$ cat src/rtl/uart_pkg.sv
// Shared UART definitions: receiver state encoding, baud divider helper and 8N1 defaults.
package uart_pkg;

  localparam int unsigned UartClkHz      = 100_000_000;
  localparam int unsigned UartBaudRate   = 115_200;
  localparam int unsigned UartOversample = 16;
  localparam int unsigned UartDataBits   = 8;

  typedef enum logic [2:0] {
    StIdle,
    StStart,
    StData,
    StStop,
    StWaitIdle
  } uart_rx_state_e;

  // Rounded clk_hz / (baud * os).
  function automatic int unsigned calc_div(input int unsigned clk_hz, input int unsigned baud,
                                           input int unsigned os);
    longint unsigned den;
    den = longint'(baud) * longint'(os);
    return int'((longint'(clk_hz) + den / 2) / den);
  endfunction

endpackage

$ cat src/rtl/uart_rx_if.sv
// Valid/ready byte stream from the UART receiver to its consumer.
interface uart_rx_if #(
  parameter int unsigned DataBits = 8
) ();
  logic                m_valid;
  logic                m_ready;
  logic [DataBits-1:0] m_data;

  modport master (output m_valid, output m_data, input m_ready);
  modport slave  (input m_valid, input m_data, output m_ready);
endinterface

$ cat src/rtl/uart_baud_gen.sv
// Oversample tick divider: one-cycle tick every Div clocks, synchronous clear for phase alignment.
module uart_baud_gen #(
  parameter int unsigned Div = 54
) (
  input  logic clk_i,
  input  logic rst_ni,
  input  logic clr_i,
  output logic tick_o
);
  localparam int unsigned CntW = (Div > 1) ? $clog2(Div) : 1;
  localparam logic [CntW-1:0] CntLast = CntW'(Div - 1);

  logic [CntW-1:0] cnt_q, cnt_d;

  always_comb begin
    cnt_d = cnt_q + 1'b1;
    if (clr_i || (cnt_q == CntLast)) cnt_d = '0;
  end

  assign tick_o = (cnt_q == CntLast);

  always_ff @(posedge clk_i or negedge rst_ni) begin
    if (!rst_ni) cnt_q <= '0;
    else         cnt_q <= cnt_d;
  end
endmodule

$ cat src/rtl/uart_rx.sv
// 8N1 UART receiver with 16x oversampled mid-bit sampling, one-deep holding register on a
// valid/ready stream, and framing/overrun error pulses.
module uart_rx
  import uart_pkg::*;
#(
  parameter int unsigned CLK_FREQ_HZ = UartClkHz,
  parameter int unsigned BAUD_RATE   = UartBaudRate,
  parameter int unsigned OVERSAMPLE  = UartOversample,
  parameter int unsigned DATA_BITS   = UartDataBits
) (
  input  logic      clk,
  input  logic      rst_n,
  input  logic      rx,
  uart_rx_if.master m_if,
  output logic      frame_err,
  output logic      overrun,
  output logic      busy
);
  localparam int unsigned Div   = calc_div(CLK_FREQ_HZ, BAUD_RATE, OVERSAMPLE);
  localparam int unsigned TcntW = $clog2(OVERSAMPLE);
  localparam logic [TcntW-1:0] TcntHalf = TcntW'(OVERSAMPLE / 2 - 1);
  localparam logic [TcntW-1:0] TcntLast = TcntW'(OVERSAMPLE - 1);
  localparam logic [3:0]       BcntLast = 4'(DATA_BITS - 1);

  uart_rx_state_e       state_q, state_d;
  logic                 rx_meta_q, rx_s_q;
  logic [TcntW-1:0]     tcnt_q, tcnt_d;
  logic [3:0]           bcnt_q, bcnt_d;
  logic [DATA_BITS-1:0] shreg_q, shreg_d;
  logic [DATA_BITS-1:0] data_q, data_d;
  logic                 valid_q, valid_d;
  logic                 deliver_q, deliver_d;
  logic                 frame_err_q, frame_err_d;
  logic                 overrun_q, overrun_d;
  logic                 baud_clr, tick;

  uart_baud_gen #(
    .Div (Div)
  ) u_baud_gen (
    .clk_i  (clk),
    .rst_ni (rst_n),
    .clr_i  (baud_clr),
    .tick_o (tick)
  );

  always_comb begin
    state_d     = state_q;
    tcnt_d      = tcnt_q;
    bcnt_d      = bcnt_q;
    shreg_d     = shreg_q;
    baud_clr    = 1'b0;
    deliver_d   = 1'b0;
    frame_err_d = 1'b0;
    unique case (state_q)
      StIdle: begin
        if (!rx_s_q) begin
          baud_clr = 1'b1;
          tcnt_d   = '0;
          state_d  = StStart;
        end
      end
      StStart: begin
        if (tick) begin
          if (tcnt_q == TcntHalf) begin
            if (rx_s_q) begin
              state_d = StIdle;
            end else begin
              tcnt_d  = '0;
              bcnt_d  = '0;
              state_d = StData;
            end
          end else begin
            tcnt_d = tcnt_q + 1'b1;
          end
        end
      end
      StData: begin
        if (tick) begin
          if (tcnt_q == TcntLast) begin
            tcnt_d  = '0;
            shreg_d = {rx_s_q, shreg_q[DATA_BITS-1:1]};
            bcnt_d  = bcnt_q + 1'b1;
            if (bcnt_q == BcntLast) state_d = StStop;
          end else begin
            tcnt_d = tcnt_q + 1'b1;
          end
        end
      end
      StStop: begin
        if (tick) begin
          if (tcnt_q == TcntLast) begin
            tcnt_d = '0;
            if (rx_s_q) begin
              deliver_d = 1'b1;
              state_d   = StIdle;
            end else begin
              frame_err_d = 1'b1;
              state_d     = StWaitIdle;
            end
          end else begin
            tcnt_d = tcnt_q + 1'b1;
          end
        end
      end
      StWaitIdle: begin
        if (rx_s_q) state_d = StIdle;
      end
      default: state_d = StIdle;
    endcase
  end

  // Holding register: a delivery landing on an unconsumed byte is dropped and flagged.
  always_comb begin
    valid_d   = valid_q;
    data_d    = data_q;
    overrun_d = 1'b0;
    if (valid_q && m_if.m_ready) valid_d = 1'b0;
    if (deliver_q) begin
      if (!valid_q || m_if.m_ready) begin
        valid_d = 1'b1;
        data_d  = shreg_q;
      end else begin
        overrun_d = 1'b1;
      end
    end
  end

  always_ff @(posedge clk or negedge rst_n) begin
    if (!rst_n) begin
      state_q     <= StIdle;
      rx_meta_q   <= 1'b1;
      rx_s_q      <= 1'b1;
      tcnt_q      <= '0;
      bcnt_q      <= '0;
      shreg_q     <= '0;
      data_q      <= '0;
      valid_q     <= 1'b0;
      deliver_q   <= 1'b0;
      frame_err_q <= 1'b0;
      overrun_q   <= 1'b0;
    end else begin
      state_q     <= state_d;
      rx_meta_q   <= rx;
      rx_s_q      <= rx_meta_q;
      tcnt_q      <= tcnt_d;
      bcnt_q      <= bcnt_d;
      shreg_q     <= shreg_d;
      data_q      <= data_d;
      valid_q     <= valid_d;
      deliver_q   <= deliver_d;
      frame_err_q <= frame_err_d;
      overrun_q   <= overrun_d;
    end
  end

  assign m_if.m_valid = valid_q;
  assign m_if.m_data  = data_q;
  assign frame_err    = frame_err_q;
  assign overrun      = overrun_q;
  assign busy         = (state_q != StIdle);
endmodule
$ cat src/flat_wrapper.sv
// flat-port wrapper written by rule: the top's interface ports become plain ports
module uart_rx_flat import uart_pkg::*;
#(
  parameter int unsigned CLK_FREQ_HZ = UartClkHz,
  parameter int unsigned BAUD_RATE   = UartBaudRate,
  parameter int unsigned OVERSAMPLE  = UartOversample,
  parameter int unsigned DATA_BITS   = UartDataBits
)
  (clk, rst_n, rx, frame_err, overrun, busy, m_if_m_valid, m_if_m_data, m_if_m_ready);
  uart_rx_if m_if_i ();
  input  logic clk;
  input  logic rst_n;
  input  logic rx;
  output logic frame_err;
  output logic overrun;
  output logic busy;
  output wire logic [$bits(m_if_i.m_valid)-1:0] m_if_m_valid;
  output wire logic [$bits(m_if_i.m_data)-1:0] m_if_m_data;
  input wire logic [$bits(m_if_i.m_ready)-1:0] m_if_m_ready;
  assign m_if_m_valid = m_if_i.m_valid;
  assign m_if_m_data = m_if_i.m_data;
  assign m_if_i.m_ready = m_if_m_ready;
  uart_rx #(.CLK_FREQ_HZ(CLK_FREQ_HZ), .BAUD_RATE(BAUD_RATE), .OVERSAMPLE(OVERSAMPLE), .DATA_BITS(DATA_BITS)) u_core (.clk(clk), .rst_n(rst_n), .rx(rx), .m_if(m_if_i), .frame_err(frame_err), .overrun(overrun), .busy(busy));
endmodule
$ cat config.mk
export PLATFORM = sky130hd
export DESIGN_NAME = uart_rx_flat
export DESIGN_NICKNAME = d
export VERILOG_FILES = /design/src/rtl/uart_pkg.sv /design/src/rtl/uart_rx_if.sv /design/src/rtl/uart_baud_gen.sv /design/src/rtl/uart_rx.sv /design/src/flat_wrapper.sv
export SDC_FILE = /design/constraint.sdc
export NUM_CORES = 1
export LEC_CHECK = 0
export CAP_MARGIN = 40
export CORE_MARGIN = 2
export CORE_UTILIZATION = 42
export CTS_CLUSTER_DIAMETER = 100
export DETAILED_ROUTE_END_ITERATION = 10
export PLACE_DENSITY_LB_ADDON = 0.12
export SYNTH_ARGS = -nofsm -noshare
export SYNTH_HDL_FRONTEND = slang
export SYNTH_SLANG_ARGS = --single-unit
$ cat constraint.sdc
create_clock -name clk -period 1.96 [get_ports clk]
set_clock_uncertainty 0.15 [all_clocks]
set_input_delay 0.196 -clock clk [delete_from_list [all_inputs] [get_ports clk]]
set_output_delay 0.196 -clock clk [all_outputs]
set_load 0.005 [all_outputs]
======== Yosys cells after proc, flatten, opt, wreduce, memory -nomap -nowiden ========
Cells that the tools add are included.
Widths: inputs -> output; s select.
storage, ports and cells
  register bits ........................... 39
  bits of input ports ..................... 4
  output and inout bits ................... 12
  word-level logic and storage cells ...... 87
cells by class
  add/subtract/negate cells ............... 3
  equal/unequal tests ..................... 19
  mux-type cells .......................... 39
  reduce and logical (&&, ||, !) cells .... 14
operators with widths
  operator             count
  $mux 4               10
  $mux 3               10
  $ne 2x1->1 const B   9
  $pmux 3 s5           1
  $mux 1               14
  $pmux 4 s3           1
  $reduce_and 9->1     1
  $add 4x1->4 const B  2
  $eq 4x3->1 const B   2
  $pmux 4 s2           1
  $add 6x1->6 const B  1
  $eq 3x2->1 const B   2
  $eq 6x6->1 const B   1
  $mux 6               1
  $reduce_and 3->1     2
  $reduce_and 6->1     1
  $reduce_bool 3->1    2
  $eq 4x4->1 const B   1
  $ne 2x2->1 const B   2
  $eq 3x1->1 const B   1
  $eq 3x3->1 const B   1
  $logic_not 3->1      1
  $logic_or 1x1->1     2
  $mux 2               1
  5 further kinds      5

======== Depth between registers and ports, before layout ========
Gate-level depths: netlist of run 1.
  word-level depth ........................ 5
  gate-level depth with buffers ........... 7
  mapped depth without buffers ............ 6

======== Modules after synthesis ========
From an unflattened synthesis of run 1, not the netlist that was laid out.
unflattened totals
  cell total of the unflattened synthesis .. 162
  area total of the unflattened synthesis .. 1879.3 um^2
modules (own cells, without submodules)
  module         times used  cells an instance  area each (um^2)  seq. area each (um^2)
  uart_rx        1           136                1591.5            828.3
  uart_baud_gen  1           26                 287.8             150.1

======== Worst setup path after synthesis of run 1 ========
Ideal clock, no wire load.
  path type ............................... reg-to-reg
  start ................................... reg u_core.u_baud_gen.cnt_q[1]
  end ..................................... reg u_core.shreg_q[0]
  setup time .............................. 0.125 ns
  arrival time ............................ 1.853 ns
  required time ........................... 1.685 ns
  setup slack ............................. -0.168 ns
  stages on the path, launching flop included .. 8
  path buffers ............................ 1
  period minus slack after synthesis ...... 2.128 ns
  cells stage by stage .................... dfrtp_1 > inv_1 > ha_1 > nand2_1 > or2_2 > buf_2 > nor3_4 > mux2_2
between the ends
  word-level cells in the longest chain between the ends .. 2
RTL lines
  element                            RTL line             source
  start: declaration                 uart_baud_gen.sv:13  logic [CntW-1:0] cnt_q, cnt_d;
  start signal: assignment           uart_baud_gen.sv:24  else cnt_q <= cnt_d;
  $eq 6x6->1                         uart_baud_gen.sv:20  assign tick_o = (cnt_q == CntLast);
  $reduce_and 3->1 (no source line)  n/a
  end signal: assignment             uart_rx.sv:147       shreg_q <= shreg_d;
  end: declaration                   uart_rx.sv:29        logic [DATA_BITS-1:0] shreg_q, shreg_d;
Every way passes these cells.
A chain may end at the register's enable or synchronous reset.

======== Worst setup path in the final report of run 1 ========
  start ................................... reg u_core.state_q[1]
  end ..................................... reg u_core.bcnt_q[3]
between the ends
  word-level cells in the longest chain between the ends .. 3
  elaborated cells between the ends (all ways) .. 10
  classes of those cells .................. 7 x eq/ne; 1 x mux; 2 x reduce/logical
RTL lines
  element                                                    RTL line        source
  start: declaration                                         uart_rx.sv:25   uart_rx_state_e state_q, state_d;
  start signal: assignment                                   uart_rx.sv:130  state_q <= StIdle;
  start signal: assignment                                   uart_rx.sv:142  state_q <= state_d;
  $eq 3x2->1 or $eq 3x1->1 (tied branches)                   uart_rx.sv:54   unique case (state_q)
  $ne 2x1->1 (no source line), or another cell as far along  n/a
  $reduce_and 6->1 (no source line)                          n/a
  end signal: assignment                                     uart_rx.sv:146  bcnt_q <= bcnt_d;
  end: declaration                                           uart_rx.sv:28   logic [3:0] bcnt_q, bcnt_d;
Several ways; a longest one is shown, not always the timed one.

==> flow_summary.toml, run 1 <==
[status]
status = "finished, violations left"
violations = "negative setup slack"

[floorplanning]
rows = 23
initial_utilization = 0.445
ios = 16
die_w_microns = 69.8
dieHeight_microns = 69.8
die-area_sq_um = 4870
core_area_sq_um = 4090

[finish]
instances_no_fill = 241
diodes = 0
drive_gt1_frac = 0.356
final_nets = 198
syn_to_final_growth_pct = 30.6

[hold_path]
holdPathStages = 1
hold_end = "u_core.rx_meta_q$_DFF_PN1_"
hold_start = "rx"
hold_class = "primary input to flop"

[drt]
drc = 0
ant_nets = 0
drt-initial-drc-count = 56
wl_mm = 3.69
wl_per_cell_microns = 15.3
vias = 1293
vias_per_cell = 5.37
firstDrtPassIters = 4

[logic_synthesis]
synth_commonest_cells = "dfrtp_1, mux2_2, nor2_1, nand2_1, nand3_1"
synth_top_area_frac = 0.509
synth_edf_count = 0
ys_warn_count = 0
ys_ff_latch = 39
synth_flop_cell = "dfrtp_1"
synth.net_count = 157
synth_cells = 149
yosysTopAreaCell = "dfrtp_1"
synthesis.area_sq_um = 1820
synth.most_common_cell = "dfrtp_1"
yosysUniqueCellTypes = 44
syn_area_per_cell_sq_um = 12.2
async_flop_share = 1.00
seq_area_frac_synth = 0.538
netlist_top_cells_area = "dfrtp_1, mux2_2, dfstp_2, ha_1, nor2_1"

[grt]
antenna_found_initial = 0
grt_max_degree = 40
grt_pass1_wl_mm = 6.02
grt_util_met2 = 0.234
grt_util_met1 = 0.209
busiest_layer = "met2"
gr-total-overflow = 0
grt_util_met3 = 0.0523
grt_pass1_vias = 1298
grt_use_total = 0.155

[critical_path]
r2r_slack_ns = -0.11
path_max_fanout = 3
crit_type = "flop to flop"
max_stage_delay_ns = 0.57
r2r-start = "u_core.state_q[1]$_DFFE_PN0P_"
crit_slowest_cell = "or4b_4"
reg2reg_depth = 4
cp-end-kind = "flop"
crit_chain = "or4b_4 > a2111oi_4 > mux2_4 > a21o_1"
crit_required_ns = 2.00
cp.arrival_ns = 2.11
startpoint_type = "flop"
r2r_end = "u_core.bcnt_q[3]$_DFFE_PN0P_"
setup.worst_path.start = "u_core.state_q[1]$_DFFE_PN0P_"

[sta]
post-route-min-period_ns = 2.07
rsz0062_at_grt = "yes"
worstMarginPinSlew_ns = 0.476
holdWs_ns = 0.166
finalSetupViolCount = 9
setup-tns-final_ns = -0.333
finalMaxSlewViolations = 0
fin_crit_sh = 1.06
hold_viol_final = 0
relSlewSlack = 0.677
fmax_mhz = 482
fin_ws_ns = -0.114

[place]
io_buffers = 15
dp_hpwl_mm = 2.34
finalWeightedCongestion = 0.763
dp_cells = 219
pre_cts_slack_ns = -0.0954

[clock_tree]
clockBufferDepth = 2
cts_made_buffers = 5
cts_sinks = 39
cts_tree = "done"
clk_transition_reported_paths_ns = 0.08
ctsHtreeMaxLevel = 2
root_buffer = "clkbuf_8"
clk-insertion-delay-late_ns = 0.29

[power_and_ir_drop]
finalPower_mw = 1.40
vdd_drop_max_uv = 395
power_density_nw_per_um2 = 589
p_leak_nw = 1.07

[flow_run]
drv_cap = 0
==> where the power goes <==
part,internal (mW),switching [mW]
Combinational,0.0105,0.0205
Sequential,0.808,0.000863
Clock,0.284,0.275
Total,1.10,0.296
==> worst max path at each step <==
| stage | endpoint | depth (start not counted) | slack [ns] |
|---|---|---|---|
| floorplan | u_core.bcnt_q[3]$_DFFE_PN0P_ | 5 | -0.11 |
| global placement | u_core.bcnt_q[3]$_DFFE_PN0P_ | 4 | -0.06 |
| detailed placement | u_core.bcnt_q[3]$_DFFE_PN0P_ | 4 | -0.1 |
| CTS | u_core.bcnt_q[3]$_DFFE_PN0P_ | 4 | -0.12 |
| global route | u_core.bcnt_q[3]$_DFFE_PN0P_ | 4 | -0.17 |
| finish | u_core.bcnt_q[3]$_DFFE_PN0P_ | 4 | -0.11 |
==> cells by family (layout without fill, tap and decap cells) <==
kind of cell | Yosys count | count (layout) | synth area share
compound gates | 21 | 21 | 0.0943
xor+xnor | 5 | 5 | 0.0241
fa+ha+maj | 4 | 4 | 0.0275
buf+inv | 10 | 52 | 0.0282
flops | 39 | 39 | 0.538
mux | 19 | 19 | 0.120
simple gates | 51 | 51 | 0.168
==> through the flow <==
stage                      util  cell area (sq um)
after global routing      0.581               2370
after floorplan               -               1860
after CTS                 0.545               2230
after global placement    0.520               2130
after detailed placement  0.520               2130
final                     0.581               2370
==> layout by cell type, fill, tap and decap left out, types with 2 or more instances in the layout <==
cell              n
mux2_2           11
nor3b_1           3
nand2_1           5
nand3_1           6
nand3b_1          4
buf_4            22
dfrtp_1          36
o21ai_1           2
o31a_1            2
nor2_1           13
mux2_4            8
a22o_1            3
xor2_1            2
ha_1              2
clkdlybuf4s50_1  13
clkbuf_8          6
nand2b_1          2
xnor2_1           3
a21oi_1           4
dfstp_2           2
nor3_1            5
inv_1             2
==> critical path, delay by kind of cell, from the launching register on <==
kind	cells	cell delay, ns
AO/OA/AOI/OAI	2	0.53
flip-flops	1	0.40
multiplexers	1	0.33
AND/OR/NAND/NOR	1	0.57
==> final cells by class <==
class                      count  area, sq um
sequential                    39          980
inverter                       3         11.3
tap                           50         62.6
timing repair buffer          41          377
fill                         366         1710
clock inverter                 1         5.00
multi-input combinational    100          852
clock buffer                   7         86.3
==> registers in the layout (all words and copies together), names as in the netlist, 3 cells and up <==
name and flops:
u_core.shreg_q 8, u_core.tcnt_q 4, u_core.state_q 3, u_core.bcnt_q 4, u_core.m_if.m_data 8, u_core.u_baud_gen.cnt_q 6
==> timing repair <==
action | CTS | global route
pin swaps | 0 | 3
endpoints found under the setup margin | 4 | 14
resized for setup | 1 | 10
buffers inserted | 0 | 12
endpoints found under the hold margin | 37 | 0
hold buffers | 1 | 0
gates cloned | 0 | 1
==> routing by layer <==
| layer | up-vias | wire (microns) |
|---|---|---|
| li1 | 613 | - |
| met1 | 658 | 1690 |
| met2 | 18 | 1850 |
| met3 | 4 | 105 |
| met4 | 0 | 34 |
| met5 | - | 0 |
(Power assumes the default switching activity.)
==> run 2: changes to the inputs <==
- REMOVE_ABC_BUFFERS: default -> 1
==> flow_summary.toml, run 2 (synthesis gave the netlist of run 1 again) <==
[status]
status = "finished, violations left"
violations = "negative setup slack"

[sta]
holdWs_ns = 0.159
worstMarginPinSlew_ns = 0.480
setup-tns-final_ns = -0.0655
post-route-min-period_ns = 2.03
hold_viol_final = 0
rsz0062_at_grt = "yes"
fmax_mhz = 494
finalMaxSlewViolations = 0
fin_crit_sh = 1.03
relSlewSlack = 0.680
fin_ws_ns = -0.0655
finalSetupViolCount = 1

[power_and_ir_drop]
vdd_drop_max_uv = 438
power_density_nw_per_um2 = 664
finalPower_mw = 1.50
p_leak_nw = 1.03

[critical_path]
worstSetupEndpoint = "u_core.bcnt_q[3]$_DFFE_PN0P_"
reg2reg_depth = 4
r2r-start = "u_core.state_q[1]$_DFFE_PN0P_"
setup.worst_path.start = "u_core.state_q[1]$_DFFE_PN0P_"
crit_chain = "or4b_4 > a2111oi_4 > mux2_4 > a21o_1"
r2r_end = "u_core.bcnt_q[3]$_DFFE_PN0P_"
crit_required_ns = 1.99
path_buf_inv = 0
max_stage_delay_ns = 0.54
r2r_slack_ns = -0.07
path_max_fanout = 3
startpoint_type = "flop"
cp-end-kind = "flop"
crit_slowest_cell = "or4b_4"
worst-path-stages = 4
crit_type = "flop to flop"
cp.arrival_ns = 2.06
crit_family = "simple AND/OR/NAND/NOR gates"

[floorplanning]
die-area_sq_um = 4870
dieHeight_microns = 69.8
ios = 16
initial_utilization = 0.445
die_w_microns = 69.8
core_area_sq_um = 4090
rows = 23

[grt]
grt_use_total = 0.157
grt_pass1_wl_mm = 6.04
grt_max_degree = 40
grt_pass1_vias = 1291
antenna_found_initial = 0
gr-total-overflow = 0

[place]
io_buffers = 15
finalWeightedCongestion = 0.812
placed_area_sq_um = 2120
pre_cts_slack_ns = -0.158
dp_hpwl_mm = 2.35
dp_cells = 223

[finish]
mostFrequentLayoutCells = "dfrtp_1, mux2_2, buf_4"
final_nets = 190
fin_util = 0.552
syn_to_final_growth_pct = 24.2
instances_no_fill = 233
fin_area_sq_um = 2260
final_common_cell = "dfrtp_1"
diodes = 0
drive_gt1_frac = 0.301

[clock_tree]
clk_transition_reported_paths_ns = 0.08
clockBufferDepth = 2
cts_tree = "done"
ctsHtreeMaxLevel = 2
cts_sinks = 39
root_buffer = "clkbuf_8"
cts_made_buffers = 5
clk-insertion-delay-late_ns = 0.28

[drt]
wl_mm = 3.30
wl_per_cell_microns = 14.2
drc = 0
drt-initial-drc-count = 86
ant_nets = 0
vias_per_cell = 5.44
firstDrtPassIters = 4
vias = 1268

[hold_path]
hold_class = "primary input to flop"

[flow_run]
drv_cap = 0
## run 2: metal layers
metal | up-vias | global-route usage | routed length [microns]
li1 | 603 | - | -
met1 | 613 | 0.210 | 1500
met2 | 43 | 0.236 | 1550
met3 | 9 | 0.0494 | 176
met4 | 0 | 0.0662 | 68
met5 | - | 0 | 0
## run 2: report_power, final
group	total, mW	internal, mW	switching [mW]
Clock	0.658	0.379	0.280
Sequential	0.809	0.808	0.00120
Combinational	0.0307	0.0106	0.0201
Total	1.50	1.20	0.301
## run 2: worst min path at each step
stage / startpoint / to / slack, ns / cells past startpoint
after floorplan: rst_n / u_core.bcnt_q[0]$_DFFE_PN0P_ / -0.25 / 0
final: rx / u_core.rx_meta_q$_DFF_PN1_ / 0.16 / 1
after CTS: rx / u_core.rx_meta_q$_DFF_PN1_ / 0.15 / 1
after global routing: rx / u_core.rx_meta_q$_DFF_PN1_ / 0.16 / 1
after global placement: rst_n / u_core.state_q[0]$_DFFE_PN0P_ / 0.12 / 2
after detailed placement: rst_n / u_core.state_q[1]$_DFFE_PN0P_ / 0.13 / 2
## run 2: area by class of cell
| type | count | area [sq um] |
|---|---|---|
| clock inverters | 3 | 43.8 |
| repair buffers | 33 | 294 |
| multi-input cells | 100 | 798 |
| fillers | 352 | 1830 |
| flip-flops and latches | 39 | 978 |
| clock buffers | 5 | 68.8 |
| inverters | 3 | 11.3 |
| well taps | 50 | 62.6 |
## run 2: what timing repair did
item | CTS | global route
setup buffers | 1 | 0
pin swaps | 3 | 1
gates resized for setup | 2 | 2
hold buffers | 1 | 0
endpoints found under the hold margin | 37 | 0
setup endpoints to repair | 11 | 14
==> run 3: changes to the inputs <==
- CTS_BUF_LIST: default -> sky130_fd_sc_hd__clkbuf_16
- PLACE_DENSITY: default -> 0.73
- PLACE_DENSITY_LB_ADDON: 0.12 -> default
==> flow_summary.toml, run 3 (synthesis gave the netlist of run 1 again) <==
[status]
status = "finished, violations left"
violations = "negative setup slack"

[clock_tree]
clockBufferDepth = 2
cts_tree = "done"
ctsHtreeMaxLevel = 2
cts_sinks = 39
clk-insertion-delay-late_ns = 0.28
clk_transition_reported_paths_ns = 0.06
cts_made_buffers = 5
root_buffer = "clkbuf_16"

[place]
finalWeightedCongestion = 0.871
dp_hpwl_mm = 2.43
io_buffers = 15
pre_cts_slack_ns = -0.172

[floorplanning]
rows = 23
initial_utilization = 0.445
ios = 16
core_area_sq_um = 4090
die_w_microns = 69.8
dieHeight_microns = 69.8
die-area_sq_um = 4870

[finish]
final_common_cell = "dfrtp_1"
fin_util = 0.569
final_nets = 194
syn_to_final_growth_pct = 27.9
mostFrequentLayoutCells = "dfrtp_1, buf_4, mux2_2"
drive_gt1_frac = 0.326
diodes = 0

[grt]
grt_pass1_vias = 1307
grt_pass1_wl_mm = 6.15
grt_max_degree = 40
gr-total-overflow = 0
grt_use_total = 0.163
antenna_found_initial = 0

[critical_path]
cp-end-kind = "flop"
startpoint_type = "flop"
cp.arrival_ns = 2.04
crit_required_ns = 1.98
max_stage_delay_ns = 0.54
crit_slowest_cell = "or4b_4"
crit_type = "flop to flop"
path_max_fanout = 2
crit_chain = "or4b_4 > a2111oi_4 > mux2_4 > a21o_1"

[drt]
drt-initial-drc-count = 61
firstDrtPassIters = 4
wl_per_cell_microns = 15.1
wl_mm = 3.57
drc = 0
ant_nets = 0
vias_per_cell = 5.40
vias = 1279

[sta]
finalMaxSlewViolations = 0
finalSetupViolCount = 2
post-route-min-period_ns = 2.02
fmax_mhz = 495
rsz0062_at_grt = "yes"
worstMarginPinSlew_ns = 0.490
fin_crit_sh = 1.03
fin_ws_ns = -0.0608
relSlewSlack = 0.671
hold_viol_final = 0

[power_and_ir_drop]
p_leak_nw = 1.06
vdd_drop_max_uv = 544
power_density_nw_per_um2 = 692

[hold_path]
hold_class = "primary input to flop"

[flow_run]
drv_cap = 0
==> run 3: cell types whose count changed in the layout (fill, tap and decap cells not counted), moves of 2 or more <==
cell       change
clkbuf_16      +5
clkbuf_8       -5
buf_4          +3
buf_6          +2
==> run 3: through the flow <==
step	power (mW)	hold WS [ns]	TNS [ns]	cells	cell area, sq um
floorplan	0.830	-0.250	-1.27	142	1780
global placement	0.854	0.117	-0.117	224	2110
detailed placement	0.855	0.121	-0.257	224	2110
CTS	1.62	0.181	-0.0969	235	2280
global route	1.68	0.189	-0.215	237	2320
finish	1.61	0.188	-0.0679	237	2320
==> run 3: final timing paths <==
check	slack, ns	cells after the start	startpoint	to
worst max-delay path	-0.06	4	u_core.state_q[1]$_DFFE_PN0P_	u_core.bcnt_q[3]$_DFFE_PN0P_
worst min-delay path	0.19	1	rx	u_core.rx_meta_q$_DFF_PN1_
worst max register to register	-0.06	4	u_core.state_q[1]$_DFFE_PN0P_	u_core.bcnt_q[3]$_DFFE_PN0P_
min in group asynchronous	0.34	3	rst_n	u_core.u_baud_gen.cnt_q[4]$_DFF_PN0_
worst min register to register	0.22	0	u_core.rx_meta_q$_DFF_PN1_	u_core.rx_s_q$_DFF_PN1_
max in group asynchronous	0.95	3	rst_n	u_core.rx_s_q$_DFF_PN1_
==> run 3: power by group <==
part | leakage, nW | internal, mW | switching [mW]
clock | 0.0710 | 0.463 | 0.303
combinational | 0.468 | 0.0106 | 0.0205
sequential | 0.523 | 0.809 | 0.00119
total | 1.06 | 1.28 | 0.325
==> run 3: what timing repair did <==
action,4_1_cts,5_1_grt
resized for setup,2,8
pin swaps,3,1
hold buffers,1,0
setup endpoints to repair,11,11
setup buffers,2,2
hold endpoints to repair,37,0
==> run 3: metal layers <==
layer  up-vias  global-route usage  part of all wire
met5         -                   0                 0
met4         0              0.0769             0.017
met3         7              0.0523             0.041
met2        28               0.266              0.53
met1       638               0.196              0.41
li1        606                   -                 -
==> run 3: final cells by class <==
class / count / area [sq um]
clock buffer: 5 / 125
clock inverter: 3 / 16.3
fill: 346 / 1760
inverter: 3 / 11.3
multi-input combinational: 100 / 812
sequential: 39 / 978
tap: 50 / 62.6
timing repair buffer: 37 / 319
==> run 3: worst max-delay path, delay by kind of cell (launching register included) <==
kind            cells  cell delay [ns]
flops               1             0.38
simple gates        1             0.54
compound gates      2             0.51
mux                 1             0.33
==> variant (flow settings as in run 1) <==
Add an input register stage for `rx`, without a reset; this delays it by one clock. The other inputs are not delayed to match.
--- a/src/rtl/uart_rx.sv
+++ b/src/rtl/uart_rx.sv
@@ -21,6 +21,12 @@
   localparam logic [TcntW-1:0] TcntHalf = TcntW'(OVERSAMPLE / 2 - 1);
   localparam logic [TcntW-1:0] TcntLast = TcntW'(OVERSAMPLE - 1);
   localparam logic [3:0]       BcntLast = 4'(DATA_BITS - 1);
+
+  logic rx_q;
+
+  always_ff @(posedge clk) begin
+    rx_q <= rx;
+  end
 
   uart_rx_state_e       state_q, state_d;
   logic                 rx_meta_q, rx_s_q;
@@ -140,7 +146,7 @@
       overrun_q   <= 1'b0;
     end else begin
       state_q     <= state_d;
-      rx_meta_q   <= rx;
+      rx_meta_q   <= rx_q;
       rx_s_q      <= rx_meta_q;
       tcnt_q      <= tcnt_d;
       bcnt_q      <= bcnt_d;
Formal check against the unedited RTL: not equivalent (Yosys sat finds a counterexample within 4 cycles, from zero or initial values and one cycle with rst_n low).
==> variant against run 1 <==
Maximum frequency grew 7.5%. Worst setup slack improved by 140 ps. Area after synthesis increased by 0.69%. Power increased by 12%. Worst hold slack got worse by 18 ps. Routed wire length fell by 2.8%. Design area fell by 3.7%. Via count is 0.46% higher. Cell count is 0.41% lower. Sequential cell count grew 1. Global-route usage down 0.28 points. Sequential share of layout area increased by 2.5 points. Core utilization fell by 4.5 points. Largest cell class unchanged.
==> variant: results (changes against run 1) <==
[setup_path]
cp.arrival_ps=1960  ; -150 ps
cp_max_fo=5  ; +2
cpMaxStageDelayCell=or4b_1

[status]
status=completed

[placed_design]
placed_area_um2=2085  ; -1.9%
routabilityCongestion=0.8201  ; +7.4%
dp_cells=229  ; +4.6%

[power]
p_leak_nw=1.037  ; -3.2%
peakVddDrop_mv=0.4699  ; +19%

[synthesis]
synthesis.nets=167  ; +6.4%
yosys-top-cells-count=dfrtp_1 (37), mux2_2 (17), nor2_1 (14), nand2_1 (9)
synth_compound_area_share_pct=10.53  ; +1.1 points
ys_seq_area_share_pct=54.55  ; +0.73 points
yosys-mux-area-fraction_pct=10.46  ; -1.5 points
async_flop_share_pct=97.50  ; -2.5 points
synth.area.top_cells=dfrtp_1 (51%), mux2_2 (10%), dfstp_2 (2.9%), nor2_1 (2.9%), ha_1 (2.7%)
netlist_instances=159  ; +6.7%

[detailed_routing]
wl_per_cell_um=14.93  ; -2.4%
dr_total_vias=1299  ; +0.46%

[global_routing]
grt_pass1_wl_mm=5.892  ; -2.2%
grt_usage_pct=15.24  ; -0.28 points

[timing]
tightest_slew_ps=615.2  ; +138.8 ps

[final_layout]
drive_gt1_share_pct=29.79  ; -5.8 points
fillers=394  ; +7.7%
fin_nets=195  ; -1.5%

==> variant: final timing paths <==
check / slack (ps) / startpoint / cells after the start / end
worst max-delay path: 30 / u_core.state_q[1]$_DFFE_PN0P_ / 4 / u_core.bcnt_q[3]$_DFFE_PN0P_
max in group asynchronous: 800 / rst_n / 3 / u_core.u_baud_gen.cnt_q[0]$_DFF_PN0_
worst min-delay path: 150 / u_core.rx_q$_DFF_P_ / 0 / u_core.rx_meta_q$_DFF_PN1_
worst min register to register: 150 / u_core.rx_q$_DFF_P_ / 0 / u_core.rx_meta_q$_DFF_PN1_
worst max register to register: 30 / u_core.state_q[1]$_DFFE_PN0P_ / 4 / u_core.bcnt_q[3]$_DFFE_PN0P_
min in group asynchronous: 300 / rst_n / 2 / u_core.shreg_q[1]$_DFFE_PN0P_
==> variant: metrics by stage <==
step	setup TNS, ps	hold slack, ps
after global routing	-369.4	166.6
after detailed placement	0	99.29
after floorplan	0	-249.6
after global placement	0	75.38
final	0	148.5
after CTS	0	151.4
==> variant: final cells by class <==
class	instances	area (um^2)	share of cell area [%]
sequential	40	999.7	43.76
tap	52	65.06	2.848
multi-input combinational	108	835.8	36.58
clock buffer	6	82.58	3.614
timing repair buffer	29	251.5	11.01
inverter	3	11.26	0.4929
clock inverter	2	38.79	1.698
==> variant: routing by layer <==
layer / share of wire, % / vias up / track usage [%]
met1: 45 / 646 / 19.45
met2: 50 / 26 / 24.97
met3: 3.7 / 5 / 3.752
li1: - / 622 / -
met4: 1.2 / 0 / 5.983
met5: 0 / - / 0
==> variant: where the power goes <==
part           switching [mW]  internal, mW  total [mW]
Clock                   0.284         0.416       0.701
Combinational          0.0206        0.0110      0.0317
Sequential            0.00108         0.829       0.830
Total                   0.306          1.26        1.56
